**src/rtl/serial_sub_ctrl_pkg.sv**
```systemverilog
// Shared types and limits for the bit-serial subtraction controller.
package sub_pkg;

    typedef enum logic [1:0] {IDLE, SHIFT, DONE} sub_state_t;

    localparam int MAX_WIDTH = 32;

endpackage

```
**src/rtl/serial_sub_ctrl_if.sv**
```systemverilog
// Request/response bundle between an operand source and the serial subtractor.
interface serial_sub_ctrl_if #(
    parameter int WIDTH = 8
) ();

    logic             start;
    logic [WIDTH-1:0] a;
    logic [WIDTH-1:0] b;
    logic             busy;
    logic             done;
    logic [WIDTH-1:0] diff;
    logic             borrow_out;

    modport master (
        output start, a, b,
        input  busy, done, diff, borrow_out
    );

    modport slave (
        input  start, a, b,
        output busy, done, diff, borrow_out
    );

endinterface

```
**src/rtl/serial_sub_ctrl_fs_bit.sv**
```systemverilog
// One-bit full subtractor: d = x - y - bin, bout set when the bit underflows.
module fs_bit (
    input  logic x,
    input  logic y,
    input  logic bin,
    output logic d,
    output logic bout
);

    assign d    = x ^ y ^ bin;
    assign bout = (~x & y) | (~(x ^ y) & bin);

endmodule

```
**src/rtl/serial_sub_ctrl.sv**
```systemverilog
// Bit-serial subtractor: walks a single fs_bit cell over the operands LSB first,
// then publishes the difference and final borrow with a one-cycle done pulse.
module serial_sub_ctrl
    import sub_pkg::*;
#(
    parameter int WIDTH = 8
) (
    input  logic             clk,
    input  logic             rst,
    serial_sub_ctrl_if.slave bus
);

    localparam int CNT_W = $clog2(WIDTH);

    generate
        if (WIDTH < 2 || WIDTH > MAX_WIDTH) begin : g_bad_width
            $error("serial_sub_ctrl: WIDTH must lie in 2..MAX_WIDTH");
        end
    endgenerate

    sub_state_t       state;
    sub_state_t       state_n;
    logic [WIDTH-1:0] sa;
    logic [WIDTH-1:0] sb;
    logic [WIDTH-1:0] sr;
    logic [WIDTH-1:0] sr_n;
    logic [CNT_W-1:0] cnt;
    logic             bq;
    logic             d;
    logic             bo;
    logic             last;
    logic             busy;
    logic             done;
    logic [WIDTH-1:0] diff_q;
    logic             borrow_q;

    fs_bit u_cell (
        .x    (sa[0]),
        .y    (sb[0]),
        .bin  (bq),
        .d    (d),
        .bout (bo)
    );

    assign last = (cnt == CNT_W'(WIDTH - 1));
    // Accumulator with this cycle's difference bit entering at the MSB.
    assign sr_n = WIDTH'({d, sr} >> 1);

    always_ff @(posedge clk) begin
        if (rst) begin
            state <= IDLE;
        end else begin
            state <= state_n;
        end
    end

    always_comb begin
        state_n = state;
        busy    = 1'b0;
        done    = 1'b0;
        unique case (state)
            IDLE: begin
                if (bus.start) begin
                    state_n = SHIFT;
                end
            end
            SHIFT: begin
                busy = 1'b1;
                if (last) begin
                    state_n = DONE;
                end
            end
            DONE: begin
                busy    = 1'b1;
                done    = 1'b1;
                state_n = IDLE;
            end
            default: state_n = IDLE;
        endcase
    end

    always_ff @(posedge clk) begin
        if (rst) begin
            sa       <= '0;
            sb       <= '0;
            sr       <= '0;
            cnt      <= '0;
            bq       <= 1'b0;
            diff_q   <= '0;
            borrow_q <= 1'b0;
        end else begin
            unique case (state)
                IDLE: begin
                    if (bus.start) begin
                        sa  <= bus.a;
                        sb  <= bus.b;
                        bq  <= 1'b0;
                        cnt <= '0;
                    end
                end
                SHIFT: begin
                    sa  <= sa >> 1;
                    sb  <= sb >> 1;
                    sr  <= sr_n;
                    bq  <= bo;
                    cnt <= cnt + 1'b1;
                    // Results only move on completion so they stay stable while busy.
                    if (last) begin
                        diff_q   <= sr_n;
                        borrow_q <= bo;
                    end
                end
                default: ;
            endcase
        end
    end

    assign bus.busy       = busy;
    assign bus.done       = done;
    assign bus.diff       = diff_q;
    assign bus.borrow_out = borrow_q;

endmodule
```
**src/flat_wrapper.sv**
```systemverilog
// flat-port wrapper written by rule: the top's interface ports become plain ports
module serial_sub_ctrl_flat import sub_pkg::*;
#(
    parameter int WIDTH = 8
)
  (clk, rst, bus_start, bus_a, bus_b, bus_busy, bus_done, bus_diff, bus_borrow_out);
  serial_sub_ctrl_if #(.WIDTH(WIDTH)) bus_i ();
  input  logic clk;
  input  logic rst;
  input wire logic [$bits(bus_i.start)-1:0] bus_start;
  input wire logic [$bits(bus_i.a)-1:0] bus_a;
  input wire logic [$bits(bus_i.b)-1:0] bus_b;
  output wire logic [$bits(bus_i.busy)-1:0] bus_busy;
  output wire logic [$bits(bus_i.done)-1:0] bus_done;
  output wire logic [$bits(bus_i.diff)-1:0] bus_diff;
  output wire logic [$bits(bus_i.borrow_out)-1:0] bus_borrow_out;
  assign bus_i.start = bus_start;
  assign bus_i.a = bus_a;
  assign bus_i.b = bus_b;
  assign bus_busy = bus_i.busy;
  assign bus_done = bus_i.done;
  assign bus_diff = bus_i.diff;
  assign bus_borrow_out = bus_i.borrow_out;
  serial_sub_ctrl #(.WIDTH(WIDTH)) u_core (.clk(clk), .rst(rst), .bus(bus_i));
endmodule
```
**config.mk**
```make
export PLATFORM = sky130hd
export DESIGN_NAME = serial_sub_ctrl_flat
export DESIGN_NICKNAME = d
export VERILOG_FILES = /design/src/rtl/serial_sub_ctrl_pkg.sv /design/src/rtl/serial_sub_ctrl_if.sv /design/src/rtl/serial_sub_ctrl_fs_bit.sv /design/src/rtl/serial_sub_ctrl.sv /design/src/flat_wrapper.sv
export SDC_FILE = /design/constraint.sdc
export NUM_CORES = 1
export LEC_CHECK = 0
export BUFFER_PORTS_ARGS = -buffer_cell sky130_fd_sc_hd__buf_2
export CAP_MARGIN = 25
export CORE_MARGIN = 3
export CORE_UTILIZATION = 49
export DETAILED_ROUTE_END_ITERATION = 8
export PLACE_DENSITY = 0.84
export SLEW_MARGIN = 20
export SYNTH_ARGS = -nofsm -noshare
export SYNTH_HDL_FRONTEND = slang
export SYNTH_HIERARCHICAL = 1
export SYNTH_SLANG_ARGS = --single-unit
export TNS_END_PERCENT = 50
```
**constraint.sdc**
```tcl
create_clock -name clk -period 1.3 [get_ports clk]
set_input_delay 0.26 -clock clk [delete_from_list [all_inputs] [get_ports clk]]
set_output_delay 0.26 -clock clk [all_outputs]
set_load 0.01 [all_outputs]
```
* After elaboration in Yosys (flattened, before gate mapping) *
Index checks and enable logic that the tools add are counted.

word-level totals
  bits of input ports = 19
  word-level logic and storage cells = 40
  register bits = 39

operators by class
  reductions and logical operators = 6
  mux-type cells = 13
  $add $sub $neg = 1
  eq/ne operators = 5
  bitwise gates (word level) = 7

operator list
  cell                   number
  $pmux W8 S2            2
  $mux W8                2
  $pmux W3 S2            1
  $reduce_and A2 Y1      3
  $mux W2                2
  $pmux W2 S2            1
  $add A3 B1 Y3 const B  1
  $eq A3 B3 Y1 const B   1
  $mux W1                3
  $mux W3                1
  $and A1 B1 Y1          2
  $eq A2 B1 Y1 const B   1
  $eq A2 B2 Y1 const B   1
  $logic_not A2 Y1       1
  $ne A2 B1 Y1 const B   1
  $ne A2 B2 Y1 const B   1
  $not A1 Y1             2
  $pmux W1 S2            1
  $reduce_bool A2 Y1     1
  $reduce_or A2 Y1       1
  $xor A1 B1 Y1          2
  $or A1 B1 Y1           1

* Logic depth before layout (Yosys ltp) *
Gate-level depths: netlist (run 1).

  word-level depth = 5
  mapped depth = 6
  mapped depth without buffers = 5

* Modules after synthesis *
Netlist (run 1), hierarchy kept.

by module, submodules not included
  module           area each (um2)  times used  seq. area each (um2)  cells an instance
  serial_sub_ctrl  1,715.4          1           760.7                 166
  fs_bit           31.3             1           0.0                   4

* Worst setup path after synthesis (run 1) *
No wires, ideal clock.

  path kind = register -> register
  start point = register u_core.state[0]
  end point = register u_core.sb[7]
  buffers on the path = 1
  data arrival time = 1.250 ns
  stages on the path, launching flop included = 7
  setup time = 0.143 ns
  required time = 1.157 ns
  setup slack = -0.093 ns
  cells stage by stage = dfxtp_1 inv_1 ha_1 mux2_4 buf_12 nand3b_1 a21oi_1

between the ends
  longest elaborated chain between the ends = 3

ends and longest elaborated chain
  what                                                          line                    RTL
  start, declared                                               serial_sub_ctrl.sv:21   sub_state_t state;
  start signal, assigned                                        serial_sub_ctrl.sv:53   state <= state_n;
  $eq A2 B1 Y1 or $logic_not A2 Y1 (tied branches)              serial_sub_ctrl.sv:92   unique case (state)
  $reduce_bool A2 Y1 (no line) or $ne A2 B2 Y1 (tied branches)  n/a
  $reduce_and A2 Y1 (no line)                                   n/a
  end signal, assigned                                          serial_sub_ctrl.sv:96   sb <= bus.b;
  end signal, assigned                                          serial_sub_ctrl.sv:103  sb <= sb >> 1;
  end, declared                                                 serial_sub_ctrl.sv:24   logic [WIDTH-1:0] sb;

Parallel ways exist; a longest one is shown, timed or not.
A chain may end at the register's enable or synchronous reset.

* Worst setup path after layout (run 1) *
  start point = register u_core.state[0]
  end point = output bus_done

between the ends
  longest elaborated chain between the ends = 2

ends and longest elaborated chain
  what           line                   RTL
  $eq A2 B2 Y1   serial_sub_ctrl.sv:61  unique case (state)
  $mux W1        serial_sub_ctrl.sv:61
  end, declared  flat_wrapper.sv:14     output wire logic [$bits(bus_i.done)-1:0] bus_done;

Every way passes these cells.

==> results of run 1 <==
## stage by stage
| stage | cell area [um2] | std cells | power (mW) | setup slack (ns) |
|---|---|---|---|---|
| 6_report | 2330 | 264 | 2.61 | -0.105 |
| 5_1_grt | 2330 | 264 | 2.73 | -0.151 |
| 4_1_cts | 2110 | 252 | 2.46 | -0.115 |
| 3_5_place_dp | 1960 | 242 | 1.76 | -0.115 |
| 3_3_place_gp | 1960 | 242 | 1.75 | -0.0483 |
| 2_1_floorplan | 1770 | 170 | 1.69 | 0.0118 |
## state kept, by name, summed over array words and instances, names as in the netlist
| register | cells |
|---|---|
| u_core/bq | 1 |
| u_core/cnt | 3 |
| u_core/sb | 8 |
| u_core/sa | 8 |
| u_core/sr | 7 |
| u_core/state | 2 |
| u_core/bus.diff | 8 |
| u_core/bus.borrow_out | 1 |
## placed cells by master (no fill, tap or decap), types with 2 or more instances in the layout
cell,synthesis,final
buf_12,2,3
ha_4,0,3
nand2_1,13,11
nor2_4,0,5
buf_2,1,27
buf_6,1,8
nand3_1,9,9
mux2_4,1,3
dfxtp_2,0,2
nor2_2,14,9
inv_1,6,4
mux2i_1,22,21
nor2_1,10,10
buf_4,4,9
a32oi_1,3,2
a21oi_1,14,13
dfxtp_1,38,35
nand3b_1,3,3
inv_4,0,2
clkbuf_4,0,5
a211oi_2,14,15
## layout make-up
type | instances | area [um2]
flip-flops and latches | 38 | 767
clock inverters | 2 | 12.5
multi-input cells | 117 | 1020
well taps | 46 | 57.6
inverters | 6 | 27.5
repair buffers | 49 | 393
clock buffers | 6 | 51.3
fillers | 226 | 1060
## critical path: cells and delay by family, from the launching register on
kind | cells | cell delay, ns
flip-flops | 1 | 0.39
adder cells (fa/ha/maj) | 1 | 0.14
buffers and inverters | 3 | 0.26
## where the power goes
group | switching (mW) | internal [mW] | total (mW)
registers | 0.0581 | 1.23 | 1.29
clock network | 0.400 | 0.260 | 0.660
logic | 0.316 | 0.345 | 0.660
total | 0.774 | 1.84 | 2.61
## how the worst min path moves through the flow
stage / start / end / slack (ns) / depth (start not counted)
finish: bus_b[7] / u_core/sb[7]$_SDFFE_PP0P_ / 0.20 / 3
global route: bus_b[7] / u_core/sb[7]$_SDFFE_PP0P_ / 0.19 / 3
CTS: bus_a[7] / u_core/sa[7]$_SDFFE_PP0P_ / 0.18 / 3
detailed placement: u_core/bus.diff[3]$_SDFFE_PP0P_ / u_core/bus.diff[3]$_SDFFE_PP0P_ / 0.45 / 2
global placement: u_core/sb[7]$_SDFFE_PP0P_ / u_core/sb[7]$_SDFFE_PP0P_ / 0.44 / 2
floorplan: bus_a[7] / u_core/sa[7]$_SDFFE_PP0P_ / 0.42 / 2
## what timing repair did
item                                    CTS  global route
endpoints found under the setup margin   19            40
gates resized for setup                  10            25
pin swaps                                 1             6
hold buffers                              0             0
cloned                                    2             2
buffers inserted                          0            10
## metal layers
layer / vias to the layer above / wire length, um / GRT usage
met5: - / 0 / 0
met4: 0 / 48 / 0.0544
met3: 7 / 183 / 0.0615
met2: 28 / 1990 / 0.283
met1: 669 / 1810 / 0.217
li1: 696 / - / -
## logic make-up after synthesis
| logic type | count (synthesis) |
|---|---|
| flops | 38 |
| mux | 23 |
| buf+inv | 18 |
| simple gates | 53 |
| compound gates | 32 |
| fa+ha+maj | 6 |
==> impl_metrics.toml, run 1 <==
[status]
outcome = "complete, but fails checks"
violations = "negative setup slack"

[grt]
antenna_found_initial = 0
grtUsageTotal = 0.175
grt_pass1_wl_mm = 5.75
overflow = 0
grt_max_degree = 39
grt_pass1_vias = 1275

[timing]
hold-worst-slack_ns = 0.196
finalSetupViolations = 28
maxSlewViolCount = 0
fin_skew_ns = 0.00241
relSlewSlack = 0.864
hold_viol = 0
tightest_slew_ns = 0.199
fin_crit_ns = 1.40
setup_ws_ns = -0.105
tns_ns = -1.16
finalCritPeriodShare = 1.08
fmax_mhz = 712
grt_setup_unrepaired = "true"

[die]
die-width_um = 65.7
core_area_um2 = 3390
ios = 30
rows = 21
chipHeight_um = 65.7
start_util = 0.515
dieArea_um2 = 4320

[critical_path]
timing.rr.end = "u_core/cnt[0]$_SDFFE_PP0P_"
worst-endpoint-arrival_ns = 1.14
cp_cell_sequence = "inv_4 -> buf_6 -> ha_4 -> buf_6"
path_max_fanout = 3
crit_slowest_cell = "dfxtp_4"
r2r-start = "u_core/state[0]$_SDFFE_PP0P_"
cp-endpoint = "bus_done"
reg2regPathDepth = 7
cp-end-kind = "output pin"
path_class = "reg -> out"
critPathLaunchType = "flop"
startpoint = "u_core/state[0]$_SDFFE_PP0P_"
r2r_slack_ns = -0.09
worst_path_most_repeated_cell = "buf_6"
crit_path_max_incr_delay_ns = 0.39
crit_required_ns = 1.04

[run]
maxCapViolations = 0

[synthesis]
synth_enable_flop_cells = 0
ys_warn_count = 6
synth_fa_ha_area_frac = 0.0473
syn_area_per_cell_um2 = 10.3
synth_cell_types = 23
synthFlopType = "dfxtp_1"
synth-compound-area-share = 0.160
synth-seq-area-share = 0.436
synth_mux_area_frac = 0.135
syn_area_um2 = 1750
yosysMostFrequentCell = "dfxtp_1"
yosys-top-cells-count = "dfxtp_1 (38), mux2i_1 (22), a211oi_2 (14), a21oi_1 (14), nor2_2 (14)"
async_flop_share = 0
synth_fp_nets = 195
synth_top_cell_area_share = 0.436
yosys_register_bits = 38
synthXorXnorAreaFrac = 0
synth_largest_area_cell = "dfxtp_1"
synth_simple_gate_area_frac = 0.152
synth_top_family_by_area = "compound AO/OA/AOI/OAI gates"
netlist_instances = 170
synthTopCellsByArea = "dfxtp_1 (44%), mux2i_1 (13%), a211oi_2 (10%)"

[finish]
diodes = 0
fin_nets = 242
drive_gt1_frac = 0.486
area_delta_synth_final_pct = 33.5
final_util = 0.688

[worst_hold_path]
min_path_type = "in -> reg"

[clock_tree]
cts-root-buf = "clkbuf_4"
clk-insertion-delay-late_ns = 0.35
cts_sinks = 38
clk_pin_slew_ns = 0.11
cts_tree = "yes"
numCtsBuffers = 5
clockBufferDepth = 2
cts_max_level = 2

[detailed_routing]
num_vias = 1400
drtPass1Iterations = 4
drcViolationCount = 0
drt_first_iter_violations = 91
drt.antenna.violating_nets = 0
vias_per_cell = 5.30
finalWirelength_mm = 4.04
wire_per_inst_um = 15.3

[placed_design]
port_buffers = 29
place.gp.congestion = 0.728
dpl.hpwl_mm = 2.15

[pwr]
p_leak_nw = 0.940
peakVddDrop_uv = 471
power.density_nw_per_um2 = 1120
Note: power is estimated with default switching activity, not from simulation.
==> inputs of run 2 (changes only) <==
Settings changed: TNS_END_PERCENT 50 to unset.
==> impl_metrics.toml, run 2 (same netlist as run 1, synthesis figures left out) <==
[status]
outcome = "complete, but fails checks"
violations = "negative setup slack"

[die]
dieArea_um2 = 4320
core_area_um2 = 3390
start_util = 0.515
die-width_um = 65.7
ios = 30
chipHeight_um = 65.7
rows = 21

[finish]
multi_input_area_um2 = 1100
final_common_cell = "dfxtp_1"
mostFrequentLayoutCells = "dfxtp_1 (34), buf_2 (27), mux2i_1 (20), a211oi_2 (15)"
fillCellCount = 207
fin_nets = 246
seq_area_um2 = 768
drive_gt1_frac = 0.532
diodes = 0
area_delta_synth_final_pct = 40.3
final_util = 0.723

[placed_design]
dpl.hpwl_mm = 2.15
place.gp.congestion = 0.728
port_buffers = 29

[grt]
grtUsageTotal = 0.176
grt_pass1_wl_mm = 5.78
grt_pass1_vias = 1267
overflow = 0
antenna_found_initial = 0
grt_max_degree = 39

[clock_tree]
numCtsBuffers = 5
cts-root-buf = "clkbuf_4"
hold_buffers = 0
cts_tree = "yes"
cts_max_level = 2
clk-insertion-delay-late_ns = 0.37
cts_sinks = 38
clk_pin_slew_ns = 0.12
clockBufferDepth = 2

[pwr]
total_power_mw = 2.74
p_leak_nw = 0.965
peakVddDrop_uv = 579
power.density_nw_per_um2 = 1120

[timing]
fin_skew_ns = 0.00773
relSlewSlack = 0.845
maxSlewViolCount = 0
fmax_mhz = 693
finalSetupViolations = 33
setup_ws_ns = -0.143
tightest_slew_ns = 0.227
hold_viol = 0
finalCritPeriodShare = 1.11
fin_crit_ns = 1.44
grt_setup_unrepaired = "true"

[critical_path]
crit_path_max_incr_delay_ns = 0.39
crit_required_ns = 1.60
critPathLaunchType = "flop"
path_class = "reg -> reg"
crit_slowest_cell = "dfxtp_4"
worst-endpoint-arrival_ns = 1.75
path_max_fanout = 6
cp-end-kind = "flop"
cp_cell_sequence = "inv_4 -> ha_4 -> buf_6 -> mux2i_1 -> buf_4 -> nand2_2 -> a21oi_2"

[run]
maxCapViolations = 0

[detailed_routing]
num_vias = 1508
drtPass1Iterations = 4
vias_per_cell = 5.63
drcViolationCount = 0
drt_first_iter_violations = 81
finalWirelength_mm = 4.95
wire_per_inst_um = 18.5
drt.antenna.violating_nets = 0

[worst_hold_path]
min_path_type = "in -> reg"
run 2: cell count changes in the layout (fill, tap and decap cells not counted), moves of 2 or more:
cell and delta:
nor2_4 +5, nand3_1 -2, a21oi_1 -2, nand3_2 +2
nand2_2 +2, buf_6 +3, a21oi_2 +2, nor2_2 -5
nand2_1 -2
run 2: metal layers:
layer | vias to the layer above | global-route usage | part of all wire
li1 | 694 | - | -
met1 | 729 | 0.219 | 0.39
met2 | 66 | 0.284 | 0.50
met3 | 19 | 0.0615 | 0.059
met4 | 0 | 0.0544 | 0.043
met5 | - | 0 | 0
run 2: area by class of cell:
type | count | share of cell area
Clock buffer | 6 | 0.0209
Clock inverter | 2 | 0.00511
Tap cell | 46 | 0.0235
Timing Repair Buffer | 53 | 0.177
Multi-Input combinational cell | 117 | 0.448
Sequential cell | 38 | 0.314
Inverter | 6 | 0.0112
run 2: metrics by stage:
| step | instances | hold WS [ns] | setup WS (ns) | instance area [um2] | setup TNS, ns |
|---|---|---|---|---|---|
| 6_report | 268 | 0.176 | -0.143 | 2450 | -1.67 |
| 5_1_grt | 268 | 0.187 | -0.191 | 2450 | -3.35 |
| 4_1_cts | 252 | 0.178 | -0.115 | 2110 | -1.33 |
| 3_5_place_dp | 242 | 0.447 | -0.115 | 1960 | -1.51 |
| 3_3_place_gp | 242 | 0.438 | -0.0483 | 1960 | -0.650 |
| 2_1_floorplan | 170 | 0.424 | 0.0118 | 1770 | 0 |
run 2: final timing paths:
kind | startpoint | slack (ns) | depth (start not counted) | endpoint
setup / recovery | u_core/state[0]$_SDFFE_PP0P_ | -0.14 | 7 | u_core/sa[7]$_SDFFE_PP0P_
hold / removal | bus_b[7] | 0.18 | 3 | u_core/sb[7]$_SDFFE_PP0P_
setup reg to reg | u_core/state[0]$_SDFFE_PP0P_ | -0.14 | 7 | u_core/sa[7]$_SDFFE_PP0P_
hold reg to reg | u_core/bus.diff[3]$_SDFFE_PP0P_ | 0.47 | 2 | u_core/bus.diff[3]$_SDFFE_PP0P_
run 2: where the power goes:
group | switching, mW | total [mW] | internal [mW]
sequential | 0.0681 | 1.30 | 1.23
combinational | 0.360 | 0.741 | 0.381
clock | 0.437 | 0.697 | 0.260
run 2: critical path: cells and delay by family, from the launching register on:
family	cells	cell delay, ns
AO/OA/AOI/OAI	1	0.15
adder cells (fa/ha/maj)	1	0.20
buffers and inverters	3	0.38
flip-flops	1	0.39
multiplexers	1	0.17
AND/OR/NAND/NOR	1	0.09
run 2: timing repair:
item / in CTS / in global routing
endpoints found under the setup margin: 19 / 40
setup buffers: 0 / 13
pin swaps: 1 / 18
resized for setup: 11 / 42
gates cloned: 2 / 3
==> inputs of run 3 (changes only) <==
Settings changed: SKIP_LAST_GASP set to 1.
==> impl_metrics.toml, run 3 (same netlist as run 1, synthesis figures left out) <==
[grt]
antenna_found_initial = 0
grt_pass1_vias = 1258
grt_pass1_wl_mm = 5.72
overflow = 0
grtUsageTotal = 0.174
grt_max_degree = 39

[finish]
mostFrequentLayoutCells = "dfxtp_1 (34), buf_2 (27), mux2i_1 (20), a211oi_2 (15), nor2_4 (11)"
final_util = 0.731
multi_input_area_um2 = 1140
fin_nets = 243
instances_no_fill = 265
drive_gt1_frac = 0.553
diodes = 0
final_common_cell = "dfxtp_1"
fillCellCount = 194
seq_area_um2 = 768
area_delta_synth_final_pct = 41.8

[timing]
fmax_mhz = 696
finalSetupViolations = 27
grt_setup_unrepaired = "true"
tightest_slew_ns = 0.204
relSlewSlack = 0.860
maxSlewViolCount = 0
tns_ns = -1.58
hold_viol = 0
setup_ws_ns = -0.136
fin_crit_ns = 1.44
finalCritPeriodShare = 1.10
fin_skew_ns = 0.00273

[worst_hold_path]
hold_path_end = "u_core/sb[7]$_SDFFE_PP0P_"
worstHoldPathCells = 3
min_path_type = "in -> reg"
hp-start = "bus_b[7]"

[placed_design]
dpl.hpwl_mm = 2.15
place.gp.congestion = 0.728
port_buffers = 29
placed_cells_incl_taps = 242
pre_cts_ws_ns = -0.115

[critical_path]
path_class = "reg -> reg"
worst-endpoint-arrival_ns = 1.68
cp_cell_sequence = "inv_4 -> ha_4 -> buf_4 -> mux2_4 -> nor2_2 -> a211oi_2"
crit_path_max_incr_delay_ns = 0.39
r2r-start = "u_core/state[0]$_SDFFE_PP0P_"
r2r_slack_ns = -0.14
timing.rr.end = "u_core/sb[6]$_SDFFE_PP0P_"
reg2regPathDepth = 6
crit_slowest_cell = "dfxtp_4"
critPathLaunchType = "flop"
crit_required_ns = 1.55
cp-end-kind = "flop"
path_max_fanout = 7

[clock_tree]
cts-root-buf = "clkbuf_4"
cts_max_level = 2
clk-insertion-delay-late_ns = 0.35
clk_pin_slew_ns = 0.11
numCtsBuffers = 5
cts_tree = "yes"
hold_buffers = 0
cts_sinks = 38
clockBufferDepth = 2

[detailed_routing]
drcViolationCount = 0
drtPass1Iterations = 4
finalWirelength_mm = 4.61
vias_per_cell = 5.59
wire_per_inst_um = 17.4
drt.antenna.violating_nets = 0
num_vias = 1482
drt_first_iter_violations = 112

[status]
outcome = "complete, but fails checks"
violations = "negative setup slack"

[die]
chipHeight_um = 65.7
core_area_um2 = 3390
rows = 21
die-width_um = 65.7
start_util = 0.515
dieArea_um2 = 4320
ios = 30

[pwr]
clkPwrFrac = 0.247
power.density_nw_per_um2 = 1080
internal-power_mw = 1.86
p_comb_frac = 0.268
peakVddDrop_uv = 492
total_power_mw = 2.69
p_switching_uw = 827
p_leak_nw = 0.959
pwr-share-seq = 0.485
switching_share = 0.308

[run]
maxCapViolations = 0
[run 3: worst max path at each step]
| stage | from | to | slack [ns] | depth (start not counted) |
|---|---|---|---|---|
| 2_1_floorplan | u_core/state[1]$_SDFFE_PP0P_ | u_core/sb[7]$_SDFFE_PP0P_ | 0.01 | 6 |
| 3_3_place_gp | u_core/state[1]$_SDFFE_PP0P_ | u_core/sb[0]$_SDFFE_PP0P_ | -0.05 | 5 |
| 3_5_place_dp | u_core/state[0]$_SDFFE_PP0P_ | u_core/sa[7]$_SDFFE_PP0P_ | -0.12 | 5 |
| 4_1_cts | u_core/state[0]$_SDFFE_PP0P_ | bus_done | -0.11 | 4 |
| 5_1_grt | u_core/state[0]$_SDFFE_PP0P_ | u_core/sb[6]$_SDFFE_PP0P_ | -0.17 | 6 |
| 6_report | u_core/state[0]$_SDFFE_PP0P_ | u_core/sb[6]$_SDFFE_PP0P_ | -0.14 | 6 |
[run 3: per-layer routing]
layer / vias up / part of all wire / track usage
met5: - / 0 / 0
met2: 53 / 0.52 / 0.278
met1: 720 / 0.39 / 0.218
li1: 696 / - / -
met3: 13 / 0.058 / 0.0615
met4: 0 / 0.026 / 0.0544
[run 3: power by group through the flow]
stage | Clock, mW | Sequential (mW) | Combinational [mW]
finish | 0.664 | 1.30 | 0.719
global route | 0.733 | 1.31 | 0.761
CTS | 0.671 | 1.28 | 0.516
detailed placement | 0 | 1.30 | 0.456
global placement | 0 | 1.30 | 0.444
floorplan | 0 | 1.29 | 0.396
[run 3: repair_timing]
action,4_1_cts,5_1_grt
setup buffers,0,9
gates cloned,2,4
pin swaps,1,16
setup endpoints to repair,19,40
gates resized for setup,9,53
[run 3: area by class of cell]
cell class | count | share of cell area
clock buffers | 6 | 0.0207
clock inverters | 2 | 0.00505
inverters | 6 | 0.0111
multi-input cells | 117 | 0.460
flip-flops and latches | 38 | 0.310
well taps | 46 | 0.0232
repair buffers | 50 | 0.170
[run 3: worst max-delay path: cells and delay by family, from the launching register on]
| family | cells | cell delay, ns |
|---|---|---|
| DFF | 1 | 0.39 |
| buffers and inverters | 2 | 0.18 |
| and+or+nand+nor | 1 | 0.13 |
| muxes | 1 | 0.38 |
| adders and majority gates | 1 | 0.18 |
| AOI/OAI and AO/OA | 1 | 0.06 |
[run 3: stage by stage]
stage | hold WS (ns) | instance area (um2)
2_1_floorplan | 0.424 | 1770
3_3_place_gp | 0.438 | 1960
3_5_place_dp | 0.447 | 1960
4_1_cts | 0.178 | 2100
5_1_grt | 0.187 | 2480
6_report | 0.184 | 2480
